## src/rtl/imem_boot_loader.sv

```systemverilog
// Byte-serial boot loader: receives a framed program image, assembles big-endian
// 32-bit words, writes them to instruction memory and holds the core in reset
// until the image checksum has been verified.
module imem_boot_loader #(
  parameter int unsigned ADDR_WIDTH = 10,
  parameter logic [7:0]  HDR_BYTE   = 8'hA5
) (
  input  logic                  CLK,
  input  logic                  RST,
  input  logic                  InValid,
  input  logic [7:0]            InData,
  output logic                  InReady,
  input  logic                  Rearm,
  output logic                  IMemWE,
  output logic [ADDR_WIDTH-1:0] IMemAddr,
  output logic [31:0]           IMemWData,
  output logic                  CpuRst,
  output logic                  Done,
  output logic                  Err
);

  // Counters are one bit wider than the 16-bit length so a full 2^ADDR_WIDTH
  // image can complete without the word index wrapping.
  localparam int unsigned   CntW     = 17;
  localparam logic [CntW-1:0] MaxWords = CntW'(1) << ADDR_WIDTH;

  typedef enum logic [2:0] {
    StIdle,
    StLenHi,
    StLenLo,
    StData,
    StCsum,
    StDone,
    StError
  } state_e;

  state_e                state_q, state_d;
  logic [15:0]           len_q, len_d;
  logic [CntW-1:0]       word_cnt_q, word_cnt_d;
  logic [1:0]            byte_cnt_q, byte_cnt_d;
  logic [23:0]           asm_q, asm_d;
  logic [7:0]            csum_q, csum_d;
  logic                  imem_we_q, imem_we_d;
  logic [ADDR_WIDTH-1:0] imem_addr_q, imem_addr_d;
  logic [31:0]           imem_wdata_q, imem_wdata_d;

  logic                  in_ready;
  logic                  xfer;
  logic [CntW-1:0]       len_full;
  logic [CntW-1:0]       word_next;
  logic [31:0]           new_word;

  assign in_ready  = (state_q != StDone) && (state_q != StError);
  assign xfer      = InValid && in_ready;
  assign len_full  = {1'b0, len_q[15:8], InData};
  assign word_next = word_cnt_q + CntW'(1);
  assign new_word  = {asm_q, InData};

  // Next-state, counter and write-port logic.
  always_comb begin
    state_d      = state_q;
    len_d        = len_q;
    word_cnt_d   = word_cnt_q;
    byte_cnt_d   = byte_cnt_q;
    asm_d        = asm_q;
    csum_d       = csum_q;
    imem_we_d    = 1'b0;
    imem_addr_d  = imem_addr_q;
    imem_wdata_d = imem_wdata_q;

    case (state_q)
      StIdle: begin
        if (xfer && (InData == HDR_BYTE)) begin
          state_d    = StLenHi;
          word_cnt_d = '0;
          byte_cnt_d = '0;
          asm_d      = '0;
          csum_d     = '0;
        end
      end
      StLenHi: begin
        if (xfer) begin
          len_d[15:8] = InData;
          state_d     = StLenLo;
        end
      end
      StLenLo: begin
        if (xfer) begin
          len_d[7:0] = InData;
          if (len_full > MaxWords) begin
            state_d = StError;
          end else if (len_full == '0) begin
            state_d = StCsum;
          end else begin
            state_d = StData;
          end
        end
      end
      StData: begin
        if (xfer) begin
          csum_d = csum_q ^ InData;
          if (byte_cnt_q == 2'd3) begin
            imem_we_d    = 1'b1;
            imem_addr_d  = word_cnt_q[ADDR_WIDTH-1:0];
            imem_wdata_d = new_word;
            byte_cnt_d   = '0;
            asm_d        = '0;
            word_cnt_d   = word_next;
            if (word_next == {1'b0, len_q}) begin
              state_d = StCsum;
            end
          end else begin
            byte_cnt_d = byte_cnt_q + 2'd1;
            asm_d      = new_word[23:0];
          end
        end
      end
      StCsum: begin
        if (xfer) begin
          state_d = (InData == csum_q) ? StDone : StError;
        end
      end
      StDone, StError: begin
        if (Rearm) begin
          state_d    = StIdle;
          word_cnt_d = '0;
          byte_cnt_d = '0;
          asm_d      = '0;
          csum_d     = '0;
        end
      end
      default: state_d = StIdle;
    endcase
  end

  // State and datapath registers with asynchronous reset.
  always_ff @(posedge CLK or posedge RST) begin
    if (RST) begin
      state_q      <= StIdle;
      len_q        <= '0;
      word_cnt_q   <= '0;
      byte_cnt_q   <= '0;
      asm_q        <= '0;
      csum_q       <= '0;
      imem_we_q    <= 1'b0;
      imem_addr_q  <= '0;
      imem_wdata_q <= '0;
    end else begin
      state_q      <= state_d;
      len_q        <= len_d;
      word_cnt_q   <= word_cnt_d;
      byte_cnt_q   <= byte_cnt_d;
      asm_q        <= asm_d;
      csum_q       <= csum_d;
      imem_we_q    <= imem_we_d;
      imem_addr_q  <= imem_addr_d;
      imem_wdata_q <= imem_wdata_d;
    end
  end

  // Status outputs decoded from the state register.
  always_comb begin
    InReady   = in_ready;
    CpuRst    = (state_q != StDone);
    Done      = (state_q == StDone);
    Err       = (state_q == StError);
    IMemWE    = imem_we_q;
    IMemAddr  = imem_addr_q;
    IMemWData = imem_wdata_q;
  end

endmodule
```

## config.mk

```make
export PLATFORM = sky130hd
export DESIGN_NAME = imem_boot_loader
export DESIGN_NICKNAME = d
export VERILOG_FILES = /design/src/rtl/imem_boot_loader.sv
export SDC_FILE = /design/constraint.sdc
export NUM_CORES = 1
export LEC_CHECK = 0
export CAP_MARGIN = 30
export CORE_MARGIN = 2
export CORE_UTILIZATION = 45
export DETAILED_ROUTE_END_ITERATION = 10
export PLACE_DENSITY = 0.66
export SYNTH_ARGS = -nofsm -noshare
export SYNTH_HDL_FRONTEND = slang
export SYNTH_SLANG_ARGS = --single-unit
```

## constraint.sdc

```tcl
create_clock -name CLK -period 5.1 [get_ports CLK]
set_input_delay 1.02 -clock CLK [delete_from_list [all_inputs] [get_ports CLK]]
set_output_delay 1.02 -clock CLK [all_outputs]
set_load 0.01 [all_outputs]
```

======== Word level (Yosys, flattened, before mapping) ========
Cells that the tools add are included.
operators by class
  reduce and logical (&&, ||, !) cells .... 13
  $add $sub $neg .......................... 2
  bitwise operators ....................... 1
  magnitude comparators ................... 1
  mux-type cells .......................... 34
  equality and inequality tests ........... 20
operators by type and width
  cell                                                  count
  2-to-1 mux 24 bit                                     4
  one-hot mux 24 bit (3 select lines)                   1
  2-to-1 mux 17 bit                                     4
  one-hot mux 17 bit (3 select lines)                   1
  2-to-1 mux 3 bit                                      10
  2-to-1 mux 8 bit                                      3
  one-hot mux 8 bit (3 select lines)                    1
  one-hot mux 3 bit (6 select lines)                    1
  adder 17 x 1 -> 17 bit, second input constant         1
  equality test 17 x 16 -> 1 bit                        1
  zero test 17 bit                                      1
  > comparator 16 x 11 -> 1 bit, second input constant  1
  inequality test 2 bit, second input constant          8
  2-to-1 mux 2 bit                                      5
  equality test 3 bit, second input constant            3
  equality test 8 bit                                   1
  equality test 8 bit, second input constant            1
  AND reduction 8 bit                                   1
  bitwise XOR 8 bit                                     1
  equality test 3 x 2 -> 1 bit, second input constant   2
  inequality test 3 bit, second input constant          2
  one-hot mux 2 bit (3 select lines)                    1
  AND reduction 5 bit                                   1
  AND reduction 2 bit                                   2
  10 further kinds                                      14
word-level totals
  register bits ........................... 113
  output and inout port bits .............. 47

======== Depth between registers and ports, before layout ========
Gate-level depths: netlist (run 1).
  word-level depth ........................ 6
  mapped depth ............................ 9

======== Worst setup path after synthesis (run 1) ========
OpenSTA, ideal clock, no wires.
  path type ............................... input-to-reg
  start ................................... input port InData[1]
  end ..................................... register word_cnt_q[5]
  arrival ................................. 2.715 ns
  cell stages on the path ................. 8
  setup time .............................. 0.136 ns
  required time ........................... 4.964 ns
  path slack .............................. 2.249 ns
  path through ............................ clkbuf_1 nor4_2 a311oi_1 or3_1 o21a_1 buf_2 o21ai_0 o31ai_1
between the ends
  longest elaborated chain between the ends .. 4
ends and longest elaborated chain
  item                             RTL line  RTL
  start: declaration               11        input logic [7:0] InData,
  equality test 8 bit              73        if (xfer && (InData == HDR_BYTE)) begin
  logical AND 1 bit                73
  inequality test 2 bit (no line)  --
  AND reduction 5 bit (no line)    --
  end signal: assignment           151       word_cnt_q <= word_cnt_d;
  end: declaration                 39        logic [CntW-1:0] word_cnt_q, word_cnt_d;
Every way passes these cells.
A chain may end at the register's enable or synchronous reset.

======== Worst setup path after layout (run 1) ========
  start ................................... input port InData[6]
  end ..................................... register csum_q[6]
between the ends
  longest elaborated chain between the ends .. 4
  elaborated cells on any way between the ends .. 7
ends and longest elaborated chain
  item                             RTL line  RTL
  equality test 8 bit              73
  logical AND 1 bit                73
  inequality test 2 bit (no line)  --
  AND reduction 4 bit (no line)    --
  end signal: assignment           154       csum_q <= csum_d;
  end: declaration                 42        logic [7:0] csum_q, csum_d;
Several ways; a longest one is shown, not always the timed one. The select of a mux whose other input is x is not followed.

==> results of run 1 <==
## Yosys cell counts (3+ instances only)
cell type,count
buf_4,5
nand4_1,8
clkbuf_1,38
o21ai_0,63
nor2_1,32
nand2b_1,3
buf_6,3
dfrtp_1,113
nor4_1,7
buf_2,5
o21ai_1,6
o211ai_1,3
o31ai_1,5
a21oi_1,7
a211oi_1,3
xnor2_1,18
a311oi_1,4
or3_1,3
nand2_1,205
o22ai_1,3
nor3_1,9
xor2_1,8
a31oi_1,4
nand3_1,13
mux2_2,17
and4_1,4
mux2i_1,3
nand4_2,3
inv_1,6
## logic make-up (layout without fill, tap and decap cells)
group,Yosys count,count (layout)
multiplexers,20,20
AND/OR/NAND/NOR,302,302
XOR/XNOR,26,26
buffers and inverters,60,104
adder cells (fa/ha/maj),3,3
flip-flops,113,113
AO/OA/AOI/OAI,115,115
## area by class of cell
| type | instances | area share, % |
|---|---|---|
| sequential | 113 | 41.3 |
| multi-input combinational | 466 | 37.2 |
| timing repair buffer | 64 | 9.14 |
| clock buffer | 19 | 6.47 |
| tap | 168 | 3.07 |
| clock inverter | 13 | 2.36 |
| inverter | 8 | 0.475 |
## stage by stage
stage | area, sq um | hold WS (ns)
2_1_floorplan | 5640 | 0.439
3_3_place_gp | 6230 | 0.461
3_5_place_dp | 6230 | 0.462
4_1_cts | 6840 | 0.477
5_1_grt | 6840 | 0.489
6_report | 6840 | 0.468
## per-layer routing
layer  vias to the layer above  routed length, um
met5                         -                  0
met4                         0                212
met3                        24                680
met2                       119               6100
met1                      2227               6320
li1                       2244                  -
## worst min path at each step
stage	from	to	slack, ns	depth (start not counted)
global placement	IMemWData[17]	IMemWData[17]	0.46	2
floorplan	asm_q[16]	IMemWData[24]	0.44	2
finish	asm_q[23]	IMemWData[31]	0.47	2
detailed placement	IMemWData[0]	IMemWData[0]	0.46	2
global route	IMemWData[28]	IMemWData[28]	0.49	2
CTS	IMemWData[5]	IMemWData[5]	0.48	2
## critical path, delay by kind of cell
kind,cells,cell delay [ns]
compound gates,3,1.18
buf+inv,1,0.60
simple gates,3,1.02
## placed cells by master, fill, tap and decap left out, drive strengths merged, types with 2 or more instances in the layout
cell type,instances
nor3,9
buf,5
dfrtp,113
clkdlybuf4s50,58
xor2,8
o211ai,3
a311oi,4
nor4b,2
mux2,17
nand4,11
a311o,2
and4,5
and2,2
a211oi,3
clkinvlp,4
o311ai,2
bufinv,3
o31ai,5
and3,2
or3,4
nand3,14
mux2i,3
clkbuf,20
nand2,205
ha,2
nor4,10
a31oi,4
o22ai,3
nor2,33
o2111ai,2
a21oi,7
inv,7
o31a,2
o21ai,69
clkinv,7
xnor2,18
nand2b,3
## sequential cells by signal, summed over array words and instances (netlist names)
signal	count
asm_q	24
state_q	3
byte_cnt_q	2
IMemWData	32
len_q	16
word_cnt_q	17
IMemWE	1
IMemAddr	10
csum_q	8
## power by group
part           internal, mW  switching (mW)  total, mW
clock                 0.779           0.416       1.20
combinational         0.364           0.382      0.747
sequential             1.10           0.152       1.25
==> summary.txt, run 1 <==
Setup path
  – Critical Path RT: 5.42 ns
  – Worst-path maximum fanout: 60
  – Worst flop-to-flop path startpoint: word_cnt_q[0]
  – Register-to-register setup slack: 2.25 ns
  – Crit end category: flip-flop
  – Cell at the slowest stage of the critical path: o41a_2
  – CP startpoint: InData[6]
  – Worst reg-to-reg path cell count: 7
  – Worst Path Class, Setup: in2reg
  – Crit path DAT: 3.84 ns
  – FF-to-FF End: state_q[1]
  – CP Capture Point: csum_q[6]
  – Crit start category: input pin
  – Slowest stage delay, CP: 0.82 ns
  – Cells along the critical path: clkdlybuf4s50_1 > nor4_2 > a311oi_1 > o41a_2 > nor2_2 > nand2_1 > o21ai_0

Floorplan
  – Die ar.: 0.0134 sq mm
  – I/O pins: 59
  – Die Wd: 116 um
  – Starting Density: 46.5%
  – Row cnt: 40
  – Die Y: 116 um
  – Core ar.: 0.0121 sq mm

Clock tree
  – Clk buf depth: 2
  – Worst-Skew Late Latency: 0.41 ns
  – Reg clk slew, reported paths: 0.05 ns
  – CTS Root Cell: clkbuf_16
  – Post_cts resized: 0
  – CTS tree: done
  – Setup Buffers After CTS: 0
  – Hold-fix buffers, CTS: 0
  – TritonCTS Buffers: 17
  – # clock sinks: 113
  – H-tree depth: 4

Placed design
  – Dpl ws: 1.19 ns
  – Placed cells: 818
  – RePlAce Congestion: 0.865
  – Port bufs: 58
  – Detailed Place HPWL: 8570 um

Route
  – Remaining DRCs: 0
  – First-pass iteration count of the detailed router: 5
  – Avg WL per Cell: 15.6 um
  – Via count: 4614
  – DR iter-0 viols: 242
  – DRT antenna net count: 0
  – Via density: 5.42
  – Final wirelength: 13300 um

Yosys
  – #FFs+latches synth: 113
  – Largest family of logic cells by synthesized area: simple AND/OR/NAND/NOR gates
  – Syn_area_per_cell: 8.82 sq um
  – Synth cell types: 59
  – Yosys top cell area share: 50.2%
  – Post-Synth Simple-Gate Area: 24.0%
  – Post-synth ARST share: 100%
  – Post-synthesis xor/xnor area fraction: 4.04%
  – EDFF count, synth: 0
  – Most used DFF post-synth: dfrtp_1
  – Synth Area in Compound Gates: 12.4%
  – Yosys top cell by area: dfrtp_1
  – Syn_nets: 653
  – Post-synthesis sequential area ratio: 50.2%
  – Post-synthesis adder-cell area fraction: 0.621%
  – Proportion of synthesized area in mux cells: 3.93%
  – Synth top area cells: dfrtp_1, nand2_1, o21ai_0
  – Gate Count Post-Synth: 639
  – Synth warn: 0
  – Cell area after synthesis: 0.00564 sq mm

Global route
  – Antenna violations before repair: 0
  – GR Util met1: 29.8%
  – Remaining global-route overflow: 0
  – Met3 usage: 6.43%
  – Vias in the first global route: 4477
  – Global route hottest layer: met2
  – Largest net degree at the start of global routing: 65
  – First-pass GRT wire length: 22300 um
  – GRT Total Usage: 21.2%
  – M2 GR Usage: 31.8%

Pwr
  – VDD IR max: 0.295 mV
  – Static Leak: 3.04 nW
  – PwrDens: 467 mW/mm^2
  – Total Power Consumption: 3.20 mW

Timing
  – Final hold vios: 0
  – Achievable frequency: 284 MHz
  – Final period util: 69.1%
  – Final Setup Violations: 0
  – Final worst setup slack: 1.58 ns
  – Worst-case clock skew: 0.00570 ns
  – Minimum clock period: 3.52 ns
  – Actual slew at the worst max-slew pin: 0.895 ns
  – Setup TNS Final: 0 ns
  – Max-slew headroom: 40.3%
  – Max-slew violations: 0
  – RSZ-0062 raised after global routing: no

Final layout
  – Area occupied by multi-input gates: 0.00254 sq mm
  – Layout cells sized above 1: 10.2%
  – Final Util: 56.5%
  – Final cell count without fillers: 851
  – Area Overhead vs Synth: 21.4%
  – FF/Latch Area: 0.00283 sq mm
  – # diodes: 0
  – Fillers: 1117
  – Fin nets: 684

Outcome
  – Outcome: complete, no violations

Min path
  – Worst Hold Class: reg2reg

Run
  – Maxcap violations: 0
Power figures use the tool's default switching activity.
==> run 2: changes to the inputs <==
Settings changed: PLACE_DENSITY 0.66 to 0.68.
Clock period 5.1 ns to 2.9 ns, I/O delays scaled along.
==> summary.txt, run 2 (synthesis results as in run 1) <==
Clock tree
  – Setup Buffers After CTS: 0 (unchanged)
  – CTS tree: done
  – Hold-fix buffers, CTS: 0 (unchanged)
  – Post_cts resized: 0 (unchanged)
  – # clock sinks: 113 (unchanged)
  – H-tree depth: 4 (unchanged)
  – TritonCTS Buffers: 17 (unchanged)
  – Worst-Skew Late Latency: 0.41 ns (about the same)
  – CTS Root Cell: clkbuf_16
  – Clk buf depth: 2 (unchanged)
  – Reg clk slew, reported paths: 0.05 ns (about the same)

Setup path
  – Crit start category: flip-flop
  – Crit end category: output pin
  – Critical Path RT: 2.32 ns (-3.10 ns)
  – Crit path DAT: 2.16 ns (-1.68 ns)
  – Worst Path Class, Setup: reg2out
  – Worst-path maximum fanout: 11 (-82%)
  – CP startpoint: state_q[2]
  – Worst flop-to-flop path startpoint: word_cnt_q[1]

Outcome
  – Outcome: complete, no violations

Final layout
  – Final Util: 57.9% (+1.4 points)
  – Commonest non-fill, non-tap cell in the layout: nand2_1
  – Area Overhead vs Synth: 24.3%
  – Fin nets: 703 (+2.8%)
  – # diodes: 0 (unchanged)
  – Final cell count without fillers: 869 (+2.1%)
  – Final Instance Area: 0.00701 sq mm (+2.4%)
  – Layout cells sized above 1: 12.1% (+1.9 points)
  – Number of flip-flops in the largest register: 32 (unchanged)
  – Most frequent cells in the layout: nand2_1, dfrtp_1, o21ai_0

Route
  – Via density: 5.39 (-0.65%)
  – First-pass iteration count of the detailed router: 5 (unchanged)
  – Length of routed met2 wiring: 6310 um (+3.4%)
  – Remaining DRCs: 0 (unchanged)
  – WL met3: 639 um (-6.0%)
  – Via count: 4681 (+1.5%)
  – M1 WL: 6100 um (-3.5%)
  – DRT antenna net count: 0 (unchanged)
  – DR iter-0 viols: 308 (+27%)
  – Final wirelength: 13300 um (about the same)
  – Top Layer Used: met4
  – Avg WL per Cell: 15.3 um (-2.1%)

Global route
  – GRT Total Usage: 21.4% (+0.13 points)
  – Antenna violations before repair: 0 (unchanged)
  – Remaining global-route overflow: 0 (unchanged)
  – Vias in the first global route: 4516 (+0.87%)
  – Largest net degree at the start of global routing: 114 (+75%)
  – First-pass GRT wire length: 22300 um (about the same)

Timing
  – Setup TNS Final: 0 ns (unchanged)
  – RSZ-0062 raised after global routing: no
  – Final hold slack: 0.472 ns (+0.00342 ns)
  – Achievable frequency: 365 MHz
  – Minimum clock period: 2.74 ns
  – Final hold vios: 0 (unchanged)
  – Worst-case clock skew: 0.00816 ns (+0.00246 ns)
  – Max-slew violations: 0 (unchanged)
  – Actual slew at the worst max-slew pin: 0.612 ns (-0.283 ns)
  – Final period util: 94.5%
  – Max-slew headroom: 59.2% (+19 points)
  – Final Setup Violations: 0 (unchanged)
  – Final worst setup slack: 0.158 ns (-1.42 ns)

Placed design
  – Port bufs: 58 (unchanged)
  – Placed inst area: 0.00642 sq mm (+3.0%)
  – Detailed Place HPWL: 8720 um (+1.8%)
  – Dpl ws: 0.0632 ns (-1.13 ns)
  – Placed cells: 838 (+2.4%)
  – RePlAce Congestion: 0.896 (+3.5%)

Floorplan
  – Die Y: 116 um (unchanged)
  – I/O pins: 59 (unchanged)
  – Die Wd: 116 um (unchanged)
  – Die ar.: 0.0134 sq mm (unchanged)
  – Core ar.: 0.0121 sq mm (unchanged)
  – Row cnt: 40 (unchanged)
  – Starting Density: 46.5% (unchanged)

Pwr
  – PwrDens: 804 mW/mm^2 (+72%)
  – VDD IR max: 0.376 mV (+27%)
  – Static Leak: 3.14 nW (+3.5%)
  – Total Power Consumption: 5.64 mW (+76%)

Min path
  – Min-Delay Startpoint: asm_q[23]
  – Worst Hold Class: reg2reg

Run
  – Maxcap violations: 0 (unchanged)
==> run 2: cell count changes in the layout (fill, tap and decap cells not counted), sizes merged <==
cell,previous run,this run
buf,5,25
clkbuf,20,22
inv,7,5
clkinvlp,4,2
==> run 2: worst paths after layout <==
| kind | endpoint | slack, ns | depth (start not counted) |
|---|---|---|---|
| hold / removal | IMemWData[31] | 0.47 | 2 |
| setup reg to reg | state_q[2] | 0.35 | 7 |
| hold reg to reg | IMemWData[31] | 0.47 | 2 |
| min in group asynchronous | IMemWData[21] | 0.70 | 3 |
| setup / recovery | Done | 0.16 | 4 |
| max in group asynchronous | IMemAddr[9] | 1.77 | 3 |
==> run 2: where the power goes <==
| part | switching, mW | internal (mW) |
|---|---|---|
| clock | 0.711 | 1.37 |
| sequential | 0.259 | 1.94 |
| combinational | 0.687 | 0.676 |
| total | 1.66 | 3.98 |
==> run 2: critical path, cell delays in order (launching register included) <==
cell and delay, ns:
dfrtp_1 0.52, inv_1 0.19, or3_1 0.44, inv_1 0.07, clkdlybuf4s50_1 0.52
==> run 2: area by class of cell <==
cell class                 count  area, sq um
clock inverter                 9          134
fill                        1117         5100
clock buffer                  22          454
tap                          168          210
sequential                   113         2830
timing repair buffer          83          806
inverter                       8         33.8
multi-input combinational    466         2540
==> run 2: layer usage <==
metal,track usage [%],vias to the layer above
li1,-,2282
met1,28.5,2241
met2,33.2,134
met3,4.97,24
met4,10.1,0
met5,0,-
==> run 3: changes to the inputs <==
Settings changed: CAP_MARGIN 30 to 20.
==> results of run 3 <==
Final layout, timing and power as in run 2 (identical DEF).
